File: src/rtl/cascade_inta_sequencer_pkg.sv
// Shared PIC definitions: sequencer state encoding, the spurious-request
// level and the INTA pulse counts for the two CPU modes.
package cascade_inta_sequencer_pkg;

  typedef enum logic [1:0] {
    ST_IDLE  = 2'd0,
    ST_PULSE = 2'd1,
    ST_GAP   = 2'd2
  } seq_state_t;

  // Level reported when INTA arrives with nothing pending.
  localparam logic [2:0] SPURIOUS_LEVEL = 3'd7;

  // Number of INTA pulses in one acknowledge cycle.
  localparam logic [1:0] PULSES_8086 = 2'd2;
  localparam logic [1:0] PULSES_8080 = 2'd3;

  // A slave owns this acknowledge when cascading is enabled and the
  // acknowledged IR line has a slave attached.
  function automatic logic cascade_hit(input logic       sngl,
                                       input logic [7:0] slave_map,
                                       input logic [2:0] level);
    return !sngl && slave_map[level];
  endfunction

endpackage

File: src/rtl/cascade_inta_sequencer_if.sv
// Bundle between the CPU/priority-resolver side and the INTA sequencer.
// There is no valid/ready handshake here: irq_valid is a level qualifier
// for irq_level (only meaningful while irq_valid=1, no back-pressure), and
// isr_set / ack_done are single-cycle strobes that are never stalled.
// modport master: CPU / priority resolver side (drives the requests).
// modport slave : the sequencer itself.
interface cascade_inta_sequencer_if;
  import cascade_inta_sequencer_pkg::*;

  logic       inta_n;
  logic       irq_valid;
  logic [2:0] irq_level;
  logic [7:0] slave_map;
  logic       sngl;
  logic       mode_8086;

  logic [2:0] cas_out;
  logic       cas_oe;
  logic       isr_set;
  logic [2:0] ack_level;
  logic       master_vec_en;
  logic [1:0] pulse_idx;
  logic       ack_done;
  seq_state_t dbg_state;

  modport master (
    output inta_n, irq_valid, irq_level, slave_map, sngl, mode_8086,
    input  cas_out, cas_oe, isr_set, ack_level, master_vec_en,
           pulse_idx, ack_done, dbg_state
  );

  modport slave (
    input  inta_n, irq_valid, irq_level, slave_map, sngl, mode_8086,
    output cas_out, cas_oe, isr_set, ack_level, master_vec_en,
           pulse_idx, ack_done, dbg_state
  );
endinterface

File: src/rtl/cascade_inta_sequencer_inta_edge_sync.sv
// Synchroniser for the asynchronous active-low INTA strobe, with fall/rise
// detection. Edges are only reported once a genuinely sampled high level
// has been seen after reset, so a strobe that is already low when reset
// releases cannot fake a falling edge.
module inta_edge_sync #(
  parameter int SYNC_STAGES = 2
) (
  input  logic i_clk,
  input  logic i_rst,
  input  logic i_async_n,
  output logic o_fall,
  output logic o_rise
);

  generate
    if (SYNC_STAGES < 2 || SYNC_STAGES > 3) begin : g_bad_stages
      $error("inta_edge_sync: SYNC_STAGES must be 2 or 3");
    end
  endgenerate

  logic [SYNC_STAGES-1:0] r_sync;
  logic [SYNC_STAGES-1:0] r_fill;
  logic                   r_prev;
  logic                   r_armed;
  logic                   w_level;

  assign w_level = r_sync[SYNC_STAGES-1];

  // Shift the strobe through the synchroniser and track which stages hold
  // real samples rather than reset fill; arm once a real high is seen.
  always_ff @(posedge i_clk or posedge i_rst) begin
    if (i_rst) begin
      r_sync  <= '1;
      r_fill  <= '0;
      r_prev  <= 1'b1;
      r_armed <= 1'b0;
    end else begin
      r_sync  <= {r_sync[SYNC_STAGES-2:0], i_async_n};
      r_fill  <= {r_fill[SYNC_STAGES-2:0], 1'b1};
      r_prev  <= w_level;
      r_armed <= r_armed | (r_fill[SYNC_STAGES-1] & w_level);
    end
  end

  assign o_fall = r_armed &  r_prev & ~w_level;
  assign o_rise = r_armed & ~r_prev &  w_level;

endmodule

File: src/rtl/cascade_inta_sequencer.sv
// Master-side INTA sequencer: walks the 8086 two-pulse or 8080 three-pulse
// acknowledge, latches the acknowledged level, drives the cascade ID to a
// slave when one owns the request, and decides when the master itself
// places its vector/opcode on the data bus.
module cascade_inta_sequencer
  import cascade_inta_sequencer_pkg::*;
#(
  parameter int SYNC_STAGES = 2
) (
  input  logic                     clk,
  input  logic                     rst,
  cascade_inta_sequencer_if.slave  pic
);

  logic       w_fall;
  logic       w_rise;
  logic [2:0] w_level;
  logic       w_casc;

  seq_state_t r_state;
  logic [1:0] r_pulse_idx;
  logic [1:0] r_final;
  logic       r_casc;
  logic [2:0] r_ack_level;
  logic [2:0] r_cas_out;
  logic       r_cas_oe;
  logic       r_isr_set;
  logic       r_ack_done;
  logic       r_mve;

  inta_edge_sync #(.SYNC_STAGES(SYNC_STAGES)) u_sync (
    .i_clk     (clk),
    .i_rst     (rst),
    .i_async_n (pic.inta_n),
    .o_fall    (w_fall),
    .o_rise    (w_rise)
  );

  assign w_level = pic.irq_valid ? pic.irq_level : SPURIOUS_LEVEL;
  assign w_casc  = cascade_hit(pic.sngl, pic.slave_map, w_level);

  // Acknowledge FSM; all configuration is captured on the first fall and
  // every output is registered.
  always_ff @(posedge clk or posedge rst) begin
    if (rst) begin
      r_state     <= ST_IDLE;
      r_pulse_idx <= 2'd0;
      r_final     <= PULSES_8086;
      r_casc      <= 1'b0;
      r_ack_level <= 3'd0;
      r_cas_out   <= 3'd0;
      r_cas_oe    <= 1'b0;
      r_isr_set   <= 1'b0;
      r_ack_done  <= 1'b0;
      r_mve       <= 1'b0;
    end else begin
      r_isr_set  <= 1'b0;
      r_ack_done <= 1'b0;
      case (r_state)
        ST_IDLE: begin
          if (w_fall) begin
            r_state     <= ST_PULSE;
            r_pulse_idx <= 2'd1;
            r_ack_level <= w_level;
            r_isr_set   <= pic.irq_valid;
            r_casc      <= w_casc;
            r_final     <= pic.mode_8086 ? PULSES_8086 : PULSES_8080;
            r_cas_oe    <= w_casc;
            r_cas_out   <= w_casc ? w_level : 3'd0;
            // 8080 pulse 1 carries the CALL opcode from the master.
            r_mve       <= ~pic.mode_8086;
          end
        end
        ST_PULSE: begin
          if (w_rise) begin
            r_mve <= 1'b0;
            if (r_pulse_idx < r_final) begin
              r_state <= ST_GAP;
            end else begin
              r_state     <= ST_IDLE;
              r_pulse_idx <= 2'd0;
              r_ack_done  <= 1'b1;
              r_casc      <= 1'b0;
              r_cas_oe    <= 1'b0;
              r_cas_out   <= 3'd0;
            end
          end
        end
        ST_GAP: begin
          if (w_fall) begin
            r_state     <= ST_PULSE;
            r_pulse_idx <= 2'(r_pulse_idx + 2'd1);
            // Vector pulses come from the master only when no slave owns it.
            r_mve       <= ~r_casc;
          end
        end
        default: r_state <= ST_IDLE;
      endcase
    end
  end

  assign pic.cas_out       = r_cas_out;
  assign pic.cas_oe        = r_cas_oe;
  assign pic.isr_set       = r_isr_set;
  assign pic.ack_level     = r_ack_level;
  assign pic.master_vec_en = r_mve;
  assign pic.pulse_idx     = r_pulse_idx;
  assign pic.ack_done      = r_ack_done;
  assign pic.dbg_state     = r_state;

endmodule

File: src/flat_wrapper.sv
// flat-port wrapper written by rule: the top's interface ports become plain ports
module cascade_inta_sequencer_flat import cascade_inta_sequencer_pkg::*;
#(
  parameter int SYNC_STAGES = 2
)
  (clk, rst, pic_inta_n, pic_irq_valid, pic_irq_level, pic_slave_map, pic_sngl, pic_mode_8086, pic_cas_out, pic_cas_oe, pic_isr_set, pic_ack_level, pic_master_vec_en, pic_pulse_idx, pic_ack_done, pic_dbg_state);
  cascade_inta_sequencer_if pic_i ();
  input  logic clk;
  input  logic rst;
  input wire logic [$bits(pic_i.inta_n)-1:0] pic_inta_n;
  input wire logic [$bits(pic_i.irq_valid)-1:0] pic_irq_valid;
  input wire logic [$bits(pic_i.irq_level)-1:0] pic_irq_level;
  input wire logic [$bits(pic_i.slave_map)-1:0] pic_slave_map;
  input wire logic [$bits(pic_i.sngl)-1:0] pic_sngl;
  input wire logic [$bits(pic_i.mode_8086)-1:0] pic_mode_8086;
  output wire logic [$bits(pic_i.cas_out)-1:0] pic_cas_out;
  output wire logic [$bits(pic_i.cas_oe)-1:0] pic_cas_oe;
  output wire logic [$bits(pic_i.isr_set)-1:0] pic_isr_set;
  output wire logic [$bits(pic_i.ack_level)-1:0] pic_ack_level;
  output wire logic [$bits(pic_i.master_vec_en)-1:0] pic_master_vec_en;
  output wire logic [$bits(pic_i.pulse_idx)-1:0] pic_pulse_idx;
  output wire logic [$bits(pic_i.ack_done)-1:0] pic_ack_done;
  output wire logic [$bits(pic_i.dbg_state)-1:0] pic_dbg_state;
  assign pic_i.inta_n = pic_inta_n;
  assign pic_i.irq_valid = pic_irq_valid;
  assign pic_i.irq_level = pic_irq_level;
  assign pic_i.slave_map = pic_slave_map;
  assign pic_i.sngl = pic_sngl;
  assign pic_i.mode_8086 = pic_mode_8086;
  assign pic_cas_out = pic_i.cas_out;
  assign pic_cas_oe = pic_i.cas_oe;
  assign pic_isr_set = pic_i.isr_set;
  assign pic_ack_level = pic_i.ack_level;
  assign pic_master_vec_en = pic_i.master_vec_en;
  assign pic_pulse_idx = pic_i.pulse_idx;
  assign pic_ack_done = pic_i.ack_done;
  assign pic_dbg_state = pic_i.dbg_state;
  cascade_inta_sequencer #(.SYNC_STAGES(SYNC_STAGES)) u_core (.clk(clk), .rst(rst), .pic(pic_i));
endmodule
File: config.mk
export PLATFORM = sky130hd
export DESIGN_NAME = cascade_inta_sequencer_flat
export DESIGN_NICKNAME = d
export VERILOG_FILES = /design/src/rtl/cascade_inta_sequencer_pkg.sv /design/src/rtl/cascade_inta_sequencer_if.sv /design/src/rtl/cascade_inta_sequencer_inta_edge_sync.sv /design/src/rtl/cascade_inta_sequencer.sv /design/src/flat_wrapper.sv
export SDC_FILE = /design/constraint.sdc
export NUM_CORES = 1
export LEC_CHECK = 0
export ABC_CLOCK_PERIOD_IN_PS = 2650
export BUFFER_PORTS_ARGS = -buffer_cell sky130_fd_sc_hd__buf_4
export CAP_MARGIN = 20
export CORE_MARGIN = 3
export CORE_UTILIZATION = 40
export DETAILED_ROUTE_END_ITERATION = 16
export HOLD_SLACK_MARGIN = 0.15
export MAX_ROUTING_LAYER = met4
export SKIP_CTS_REPAIR_TIMING = 1
export SLEW_MARGIN = 20
export SYNTH_ARGS = -nofsm -noshare
export SYNTH_HDL_FRONTEND = slang
export SYNTH_SLANG_ARGS = --single-unit
File: constraint.sdc
create_clock -name clk -period 2.65 [get_ports clk]
set_clock_uncertainty 0.1 [all_clocks]
set_input_delay 0.265 -clock clk [delete_from_list [all_inputs] [get_ports clk]]
set_output_delay 0.265 -clock clk [all_outputs]
set_load 0.01 [all_outputs]
# Word level (Yosys, flattened, before mapping)
# Cells that the tools add are included.
[word_totals] regBits=22 out_inout_bits=14
[op_classes] add_sub_neg=1 magnitude_cmp=2 eq_ne=7 n_mux=30 bitwise=10 n_reduce_logical=11
[ops] operator="$mux W3" n=5
[ops] operator="$mux W1" n=13
[ops] operator="$mux W2" n=6
[ops] operator="$ne A2 B2 Y1 const B" n=4
[ops] operator="$reduce_and A4 Y1" n=2
[ops] operator="$pmux W2 S3" n=1
[ops] operator="$pmux W3 S2" n=1
[ops] operator="$and A1 B1 Y1" n=5
[ops] operator="$reduce_and A5 Y1" n=1
[ops] operator="$lt A3 B4 Y1 const B" n=1
[ops] operator="$not A1 Y1" n=4
[ops] operator="$pmux W2 S2" n=1
[ops] operator="$reduce_and A2 Y1" n=2
[ops] operator="$bmux W1 S3" n=1
[ops] operator="$pmux W1 S3" n=1
[ops] operator="$reduce_bool A3 Y1" n=1
[ops] operator="$add A2 B1 Y2 const B" n=1
[ops] operator="$eq A2 B1 Y1 const B" n=1
[ops] operator="$eq A2 B2 Y1 const B" n=1
[ops] operator="$logic_not A2 Y1" n=1
[ops] operator="$lt A2 B2 Y1" n=1
[ops] operator="$ne A2 B1 Y1 const B" n=1
[ops] operator="$pmux W1 S2" n=1
[ops] operator="$reduce_bool A2 Y1" n=1
[ops] operator="4 further kinds" n=4

# Logic depth before layout (Yosys ltp)
# Gate-level depths: netlist of the first run.
[depth] depth_word=7 ltp_mapped=7

# By module
# Synthesis of the first run repeated with hierarchy kept, for this count alone.
[unflattened] cells_unflattened=86 hier_area_um2=1027.2
[modules_own_cells] mod="cascade_inta_sequencer" n_inst=1 cells_each=75 area_per_inst_um2=838.3
[modules_own_cells] mod="inta_edge_sync" n_inst=1 cells_each=11 area_per_inst_um2=188.9

# Worst setup path before layout of the first run
# OpenSTA, ideal clock, no wires.
[synth_timing] kind="reg-to-reg" from="register u_core.r_state[1] (netlist: u_core.pic.dbg_state[1])" to="register u_core.r_mve (netlist: u_core.pic.master_vec_en)" setup_ps=125 arrival_ps=1673 path_slack_ps=752 stages_incl_launch_ff=8 cell_sequence="dfrtp_1 inv_1 ha_1 buf_6 and4bb_1 a211oi_2 nor2_2 mux2_4"
[synth_between] elab_chain_cells=3 word_cells_on_any_way=9
[synth_rtl] item="start, declared" line_no="cascade_inta_sequencer.sv:20" rtl="seq_state_t r_state;"
[synth_rtl] item="start signal, assigned" line_no="cascade_inta_sequencer.sv:46" rtl="r_state <= ST_IDLE;"
[synth_rtl] item="start signal, assigned" line_no="cascade_inta_sequencer.sv:62" rtl="r_state <= ST_PULSE;"
[synth_rtl] item="start signal, assigned" line_no="cascade_inta_sequencer.sv:78" rtl="r_state <= ST_GAP;"
[synth_rtl] item="$eq A2 B1 Y1, or another cell as far along" line_no="cascade_inta_sequencer.sv:59" rtl="case (r_state)"
[synth_rtl] item="$ne A2 B2 Y1 (no line) / $reduce_bool A3 Y1 (equally long branches)"
[synth_rtl] item="$reduce_and A4 Y1 (no line)"
[synth_rtl] item="end signal, assigned" line_no="cascade_inta_sequencer.sv:71" rtl="r_mve <= ~pic.mode_8086;"
[synth_rtl] item="end signal, assigned" line_no="cascade_inta_sequencer.sv:94" rtl="r_mve <= ~r_casc;"
[synth_rtl] item="end, declared" line_no="cascade_inta_sequencer.sv:29" rtl="logic r_mve;"
# Several ways; a longest one is shown, not always the timed one.
# A chain may end at the register's enable or synchronous reset.

# Worst setup path in the final report of the first run
[layout_timing] from="register u_core.r_state[1] (netlist: u_core.pic.dbg_state[1])" to="register u_core.r_casc"
[layout_between] elab_chain_cells=3 word_cells_on_any_way=8
[layout_rtl] item="$eq A2 B1 Y1 / $logic_not A2 Y1 (equally long branches)" line_no="cascade_inta_sequencer.sv:59"
[layout_rtl] item="$ne A2 B2 Y1 (no line) / $reduce_bool A2 Y1 (equally long branches)"
[layout_rtl] item="$reduce_and A4 Y1 (no line)"
[layout_rtl] item="end signal, assigned" line_no="cascade_inta_sequencer.sv:66" rtl="r_casc <= w_casc;"
[layout_rtl] item="end, declared" line_no="cascade_inta_sequencer.sv:23" rtl="logic r_casc;"
# Several ways; a longest one is shown, not always the timed one.

==> metrics.md, run 1 <==
| Metric | Value |
|---|---|
| Slowest cell on crit path | `a221oi_1` |
| FF-to-FF End | `u_core.r_casc$_DFFE_PP0P_` |
| Largest net degree at the start of global routing | `22` |
| Worst path depth | `5` |
| Top post-synthesis cells by area | `dfrtp_1, dfstp_2, ha_1` |
| Worst vdd ir | `0.483 mV` |
| Max incr delay on CP | `0.58 ns` |
| Post-route ant nets | `0` |
| Worst path top cell family by delay | `compound AO/OA/AOI/OAI gates` |
| Pins Over Slew Limit | `0` |
| R2R setup slack | `0.52 ns` |
| Worst-Skew Late Latency | `0.30 ns` |
| Yosys warns | `0` |
| Area share of the largest cell type after synthesis | `0.426` |
| Post-synthesis net count | `123` |
| # setup viols final | `0` |
| Hold Violations, Final | `0` |
| CTS tree | `done` |
| CP bufs+invs | `1` |
| Most frequent cell after synthesis | `dfrtp_1` |
| Hold/Removal Path Class | `in -> reg` |
| Chip height | `57.4 um` |
| Max-cap violations | `0` |
| DR DRC count | `0` |
| Clk buf depth | `2` |
| Vias | `866` |
| Mapped Avg Cell Area | `10.4 um2` |
| Die Wd | `57.4 um` |
| Clock Sinks | `21` |
| Worst Hold Slack | `0.183 ns` |
| Vias in the first global route | `805` |
| Setup TNS | `0 ns` |
| Antenna violations before repair | `0` |
| Max frequency | `470 MHz` |
| Critical path type | `reg -> reg` |
| Clock root buffer | `clkbuf_4` |
| Wirelength per Cell | `12.7 um` |
| First-iteration detailed-routing DRC count | `31` |
| Via density | `5.09` |
| Clock transition at the registers of the reported paths | `0.12 ns` |
| Cells on Worst Hold Path | `3` |
| Register bit count reported by yosys | `21` |
| N_diodes | `0` |
| WP data required | `2.72 ns` |
| Arrival time worst endpoint | `2.19 ns` |
| Main synth FF type | `dfrtp_1` |
| Finished Cell Area | `0.00139 mm2` |
| Final wirelength | `2.15 mm` |
| RePlAce Congestion | `0.731` |
| RR Startpoint | `u_core.pic.dbg_state[1]$_DFFE_PP0P_` |
| Placed cells | `161` |
| Syn Inst Count | `102` |
| LEAKAGE | `0.655 nW` |
| Synth cell count leaders | `dfrtp_1, inv_1, nand2_1` |
| Status | `finished, final reports clean` |
| GRT Total Usage | `0.144` |
| Fin nets | `162` |
| Period utilization | `0.802` |
| CTS Buf Count | `3` |
| I/O Pins | `31` |
| PortBufs | `30` |
| First-pass GRT wire length | `3.55 mm` |
| Seq/Total Area, Yosys | `0.500` |
| CTS H-tree lvls | `1` |
| Area of placed instances | `0.00131 mm2` |
| CP endpoint | `u_core.r_casc$_DFFE_PP0P_` |
| CP Launch Type | `register` |
| Final HPWL DP | `1.67 mm` |
| Synthesized area | `0.00106 mm2` |
| Netlist cell types | `39` |
| Largest area contributor in the netlist | `dfrtp_1` |
| Core Area | `0.00250 mm2` |
| Area growth, synth to finish | `31.4%` |
| Reg2reg path depth | `5` |
| CP Capture Type | `register` |
| EDFF count, synth | `0` |
| Synth async-reset ratio | `1.00` |
| # rows | `18` |
| Initial core utilization | `0.423` |
| Setup repair after global routing missed its margin | `false` |
| Final non-filler cell total | `170` |
| Pwr/cell area | `906 mW/mm2` |
| Min Tclk post-route | `2.13 ns` |
| Worst setup startpoint | `u_core.pic.dbg_state[1]$_DFFE_PP0P_` |
| Die area | `0.00330 mm2` |
| Slew HR | `0.483` |
| Worst Path Max Fanout | `12` |
| Worst-path cell chain | `inv_1, ha_1, nand4b_1, a221oi_1, o221ai_1` |
| Gr ovfl total | `0` |
| Pre-Repair DR Iteration Count | `4` |
| Layout cells sized above 1 | `0.307` |
| # fillers | `214` |
| Slew @ Worst Pin | `0.774 ns` |
## state kept, by name, summed over array words and instances (netlist names), 2 cells and up
register,count
u_core.pic.ack_level,3
u_core.pic.pulse_idx,2
u_core.pic.cas_out,3
u_core.u_sync.r_sync,2
u_core.u_sync.r_fill,2
u_core.pic.dbg_state,2
## routing by layer
metal / vias to the layer above / wire [um] / GRT usage
met5: - / 0 / -
met4: 0 / 29 / 0.0596
met3: 4 / 123 / 0.0339
met2: 30 / 941 / 0.211
met1: 391 / 1060 / 0.191
li1: 441 / - / -
## worst register-to-register path: stages, from the launching register on
cell and delay, ns:
dfrtp_1 0.44, inv_1 0.10, ha_1 0.20, nand4b_1 0.40, a221oi_1 0.58, o221ai_1 0.16
## where the power goes
group	switching, mW	internal [mW]
clock	0.0972	0.0563
sequential	0.0752	0.417
combinational	0.311	0.304
total	0.483	0.777
## metrics by stage
step	utilization	total power [mW]	worst slack [ns]
after floorplan	-	0.881	0.752
after global placement	0.526	1.10	0.595
after detailed placement	0.526	1.11	0.521
after CTS	0.537	1.27	0.507
after global routing	0.557	1.36	0.253
final	0.557	1.26	0.524
## kinds of logic after synthesis
kind of cell	Yosys count	share of synthesized area
AO/OA/AOI/OAI	23	0.161
adder cells (fa/ha/maj)	4	0.0473
buffers and inverters	12	0.0496
flip-flops	21	0.500
multiplexers	3	0.0331
other	1	0.00354
AND/OR/NAND/NOR	38	0.206
## area by class of cell
type	instances	area, um2	area share
timing repair buffer	36	283	0.203
multi-input combinational	69	477	0.343
clock buffer	3	22.5	0.0162
inverter	10	37.5	0.0270
clock inverter	1	5.00	0.00360
tap	30	37.5	0.0270
sequential	21	529	0.380
## how the worst min path moves through the flow
| stage | slack [ns] | start | endpoint |
|---|---|---|---|
| 5_1_grt | 0.19 | pic_slave_map[2] | u_core.r_casc$_DFFE_PP0P_ |
| 3_5_place_dp | 0.25 | u_core.u_sync.r_sync[0]$_DFF_PP1_ | u_core.u_sync.r_sync[1]$_DFF_PP1_ |
| 2_1_floorplan | 0.14 | rst | u_core.pic.ack_done$_DFF_PP0_ |
| 6_report | 0.18 | pic_slave_map[2] | u_core.r_casc$_DFFE_PP0P_ |
| 3_3_place_gp | 0.23 | u_core.u_sync.r_fill[0]$_DFF_PP0_ | u_core.u_sync.r_fill[1]$_DFF_PP0_ |
| 4_1_cts | -0.06 | pic_inta_n | u_core.u_sync.r_sync[0]$_DFF_PP1_ |
## cells in the final DEF, fill, tap and decap left out, types with 2 or more instances in the layout
cell type	n
a21boi_1	2
buf_4	31
clkbuf_4	3
dfrtp_1	18
dfstp_2	3
dlygate4sd3_1	5
ha_1	4
inv_1	9
mux2i_1	2
nand2_1	9
nand2b_1	3
nand3_1	3
nand4b_1	3
nor2_1	5
nor2b_1	5
nor3_1	3
o211ai_1	2
o21ai_1	5
o31ai_1	2
o41ai_1	2
(Power assumes the default switching activity.)
==> run 2, diff against run 1 <==
ABC_AREA = 1   (was default)
ABC_CLOCK_PERIOD_IN_PS = 2200   (was 2650)
clock period = 2.2 ns   (was 2.65 ns; I/O delays follow)
==> metrics.md, run 2 <==
| Metric | Value |
|---|---|
| Status | `finished, final reports clean` |
| Placed cells | `176` |
| Setup repair after global routing missed its margin | `false` |
| Post-route ant nets | `0` |
| Post-synthesis net count | `139` |
| CP Capture Type | `register` |
| Final wirelength | `2.06 mm` |
| Chip height | `57.0 um` |
| Synth cell count leaders | `nand2_1, dfrtp_1, nand3_1` |
| Worst Path Max Fanout | `4` |
| Hold Violations, Final | `0` |
| Core Area | `0.00234 mm2` |
| Mapped Avg Cell Area | `8.81 um2` |
| Netlist cell types | `24` |
| Critical path type | `reg -> reg` |
| # setup viols final | `0` |
| Via density | `4.86` |
| Largest net degree at the start of global routing | `22` |
| Slew @ Worst Pin | `0.770 ns` |
| Top post-synthesis cells by area | `dfrtp_1, nand2_1, dfstp_2` |
| Wirelength per Cell | `11.2 um` |
| Clock Sinks | `21` |
| Clk buf depth | `2` |
| I/O Pins | `31` |
| Max-cap violations | `0` |
| GRT Total Usage | `0.137` |
| Register bit count reported by yosys | `21` |
| PortBufs | `30` |
| CTS tree | `done` |
| Die area | `0.00325 mm2` |
| # rows | `17` |
| Final non-filler cell total | `185` |
| Largest area contributor in the netlist | `dfrtp_1` |
| Gr ovfl total | `0` |
| EDFF count, synth | `0` |
| Pre-Repair DR Iteration Count | `4` |
| Area growth, synth to finish | `32.7%` |
| Initial core utilization | `0.444` |
| LEAKAGE | `0.703 nW` |
| Yosys warns | `0` |
| Antenna violations before repair | `0` |
| CTS H-tree lvls | `1` |
| Synthesized area | `0.00104 mm2` |
| CP Launch Type | `register` |
| Total power | `1.48 mW` |
| Die Wd | `57.0 um` |
| N_diodes | `0` |
| Worst vdd ir | `0.617 mV` |
| Synth async-reset ratio | `1.00` |
| Vias | `899` |
| Most frequent cell after synthesis | `nand2_1` |
| Worst-Skew Late Latency | `0.31 ns` |
| Commonest non-fill, non-tap cells in the layout | `nand2_1, buf_4, dfrtp_1` |
| DR DRC count | `0` |
| Syn Inst Count | `118` |
| Pwr/cell area | `1070 mW/mm2` |
| Setup TNS | `0 ns` |
| Main synth FF type | `dfrtp_1` |
| Period utilization | `0.737` |
| Vias in the first global route | `833` |
| Max frequency | `617 MHz` |
| Layout cells sized above 1 | `0.325` |
| Pins Over Slew Limit | `0` |
| WP data required | `2.33 ns` |
| CTS Buf Count | `3` |
| Area share of the largest cell type after synthesis | `0.433` |
| First-iteration detailed-routing DRC count | `8` |
| Arrival time worst endpoint | `1.75 ns` |
| Fin nets | `179` |
| Min Tclk post-route | `1.62 ns` |
| Slew HR | `0.486` |
| Final HPWL DP | `1.65 mm` |
| Clock transition at the registers of the reported paths | `0.13 ns` |
| RePlAce Congestion | `0.793` |
| Clock root buffer | `clkbuf_4` |
| First-pass GRT wire length | `3.43 mm` |
| Hold/Removal Path Class | `in -> reg` |
| Seq/Total Area, Yosys | `0.509` |
-- run 2: cell type report --
type | count | area, um2
Fill cell | 220 | 960
Tap cell | 28 | 35.0
Timing Repair Buffer | 35 | 275
Multi-Input combinational cell | 80 | 447
Sequential cell | 21 | 529
Inverter | 17 | 63.8
Clock inverter | 1 | 7.51
Clock buffer | 3 | 22.5
-- run 2: cells by family (layout without fill, tap and decap cells) --
family | after synthesis | count (layout) | share of synthesized area
flops | 21 | 21 | 0.509
mux | 1 | 1 | 0.0108
fa+ha+maj | 4 | 4 | 0.0481
compound gates | 11 | 11 | 0.0566
simple gates | 63 | 63 | 0.310
other cells | 1 | 1 | 0.00361
buf+inv | 17 | 56 | 0.0614
-- run 2: final timing paths --
| path | end | cells past startpoint | slack (ns) | from |
|---|---|---|---|---|
| setup / recovery | u_core.pic.pulse_idx[0]$_DFFE_PP0P_ | 9 | 0.58 | u_core.pic.dbg_state[1]$_DFFE_PP0P_ |
| hold / removal | u_core.pic.cas_out[1]$_DFFE_PP0P_ | 5 | 0.19 | pic_irq_level[1] |
| setup reg to reg | u_core.pic.pulse_idx[0]$_DFFE_PP0P_ | 9 | 0.58 | u_core.pic.dbg_state[1]$_DFFE_PP0P_ |
| hold reg to reg | u_core.u_sync.r_fill[1]$_DFF_PP0_ | 0 | 0.27 | u_core.u_sync.r_fill[0]$_DFF_PP0_ |
| max in group asynchronous | u_core.pic.pulse_idx[1]$_DFFE_PP0P_ | 3 | 1.02 | rst |
| min in group asynchronous | u_core.u_sync.r_fill[0]$_DFF_PP0_ | 3 | 0.49 | rst |
-- run 2: metrics by stage --
stage | instance area, um2 | hold WS (ns) | worst slack [ns] | util
6_report | 1380 | 0.189 | 0.580 | 0.590
5_1_grt | 1380 | 0.205 | 0.440 | 0.590
4_1_cts | 1330 | -0.109 | 0.567 | 0.568
3_5_place_dp | 1300 | 0.230 | 0.605 | 0.556
3_3_place_gp | 1300 | 0.229 | 0.620 | 0.556
2_1_floorplan | 1040 | 0.0943 | 0.693 | -
-- run 2: per-layer routing --
layer,vias up,part of all wire,global-route usage
li1,458,-,-
met1,411,0.46,0.165
met2,26,0.47,0.225
met3,4,0.056,0.0317
met4,0,0.015,0.0497
met5,-,0,-
-- run 2: power breakdown --
| part | leakage [nW] | switching (mW) | internal, mW | total (mW) |
|---|---|---|---|---|
| Combinational | 0.436 | 0.392 | 0.320 | 0.712 |
| Clock | 0.0139 | 0.123 | 0.0693 | 0.193 |
| Sequential | 0.253 | 0.0797 | 0.498 | 0.578 |
| Total | 0.703 | 0.595 | 0.887 | 1.48 |
-- run 2: worst max-delay path: stages (launching register included) --
cell and delay, ns:
dfrtp_1 0.43, inv_1 0.10, ha_1 0.21, inv_1 0.08, nand2_1 0.08, nand2_1 0.11
nand2_4 0.08, nor3b_4 0.20, nand2_1 0.07, o21ai_0 0.08
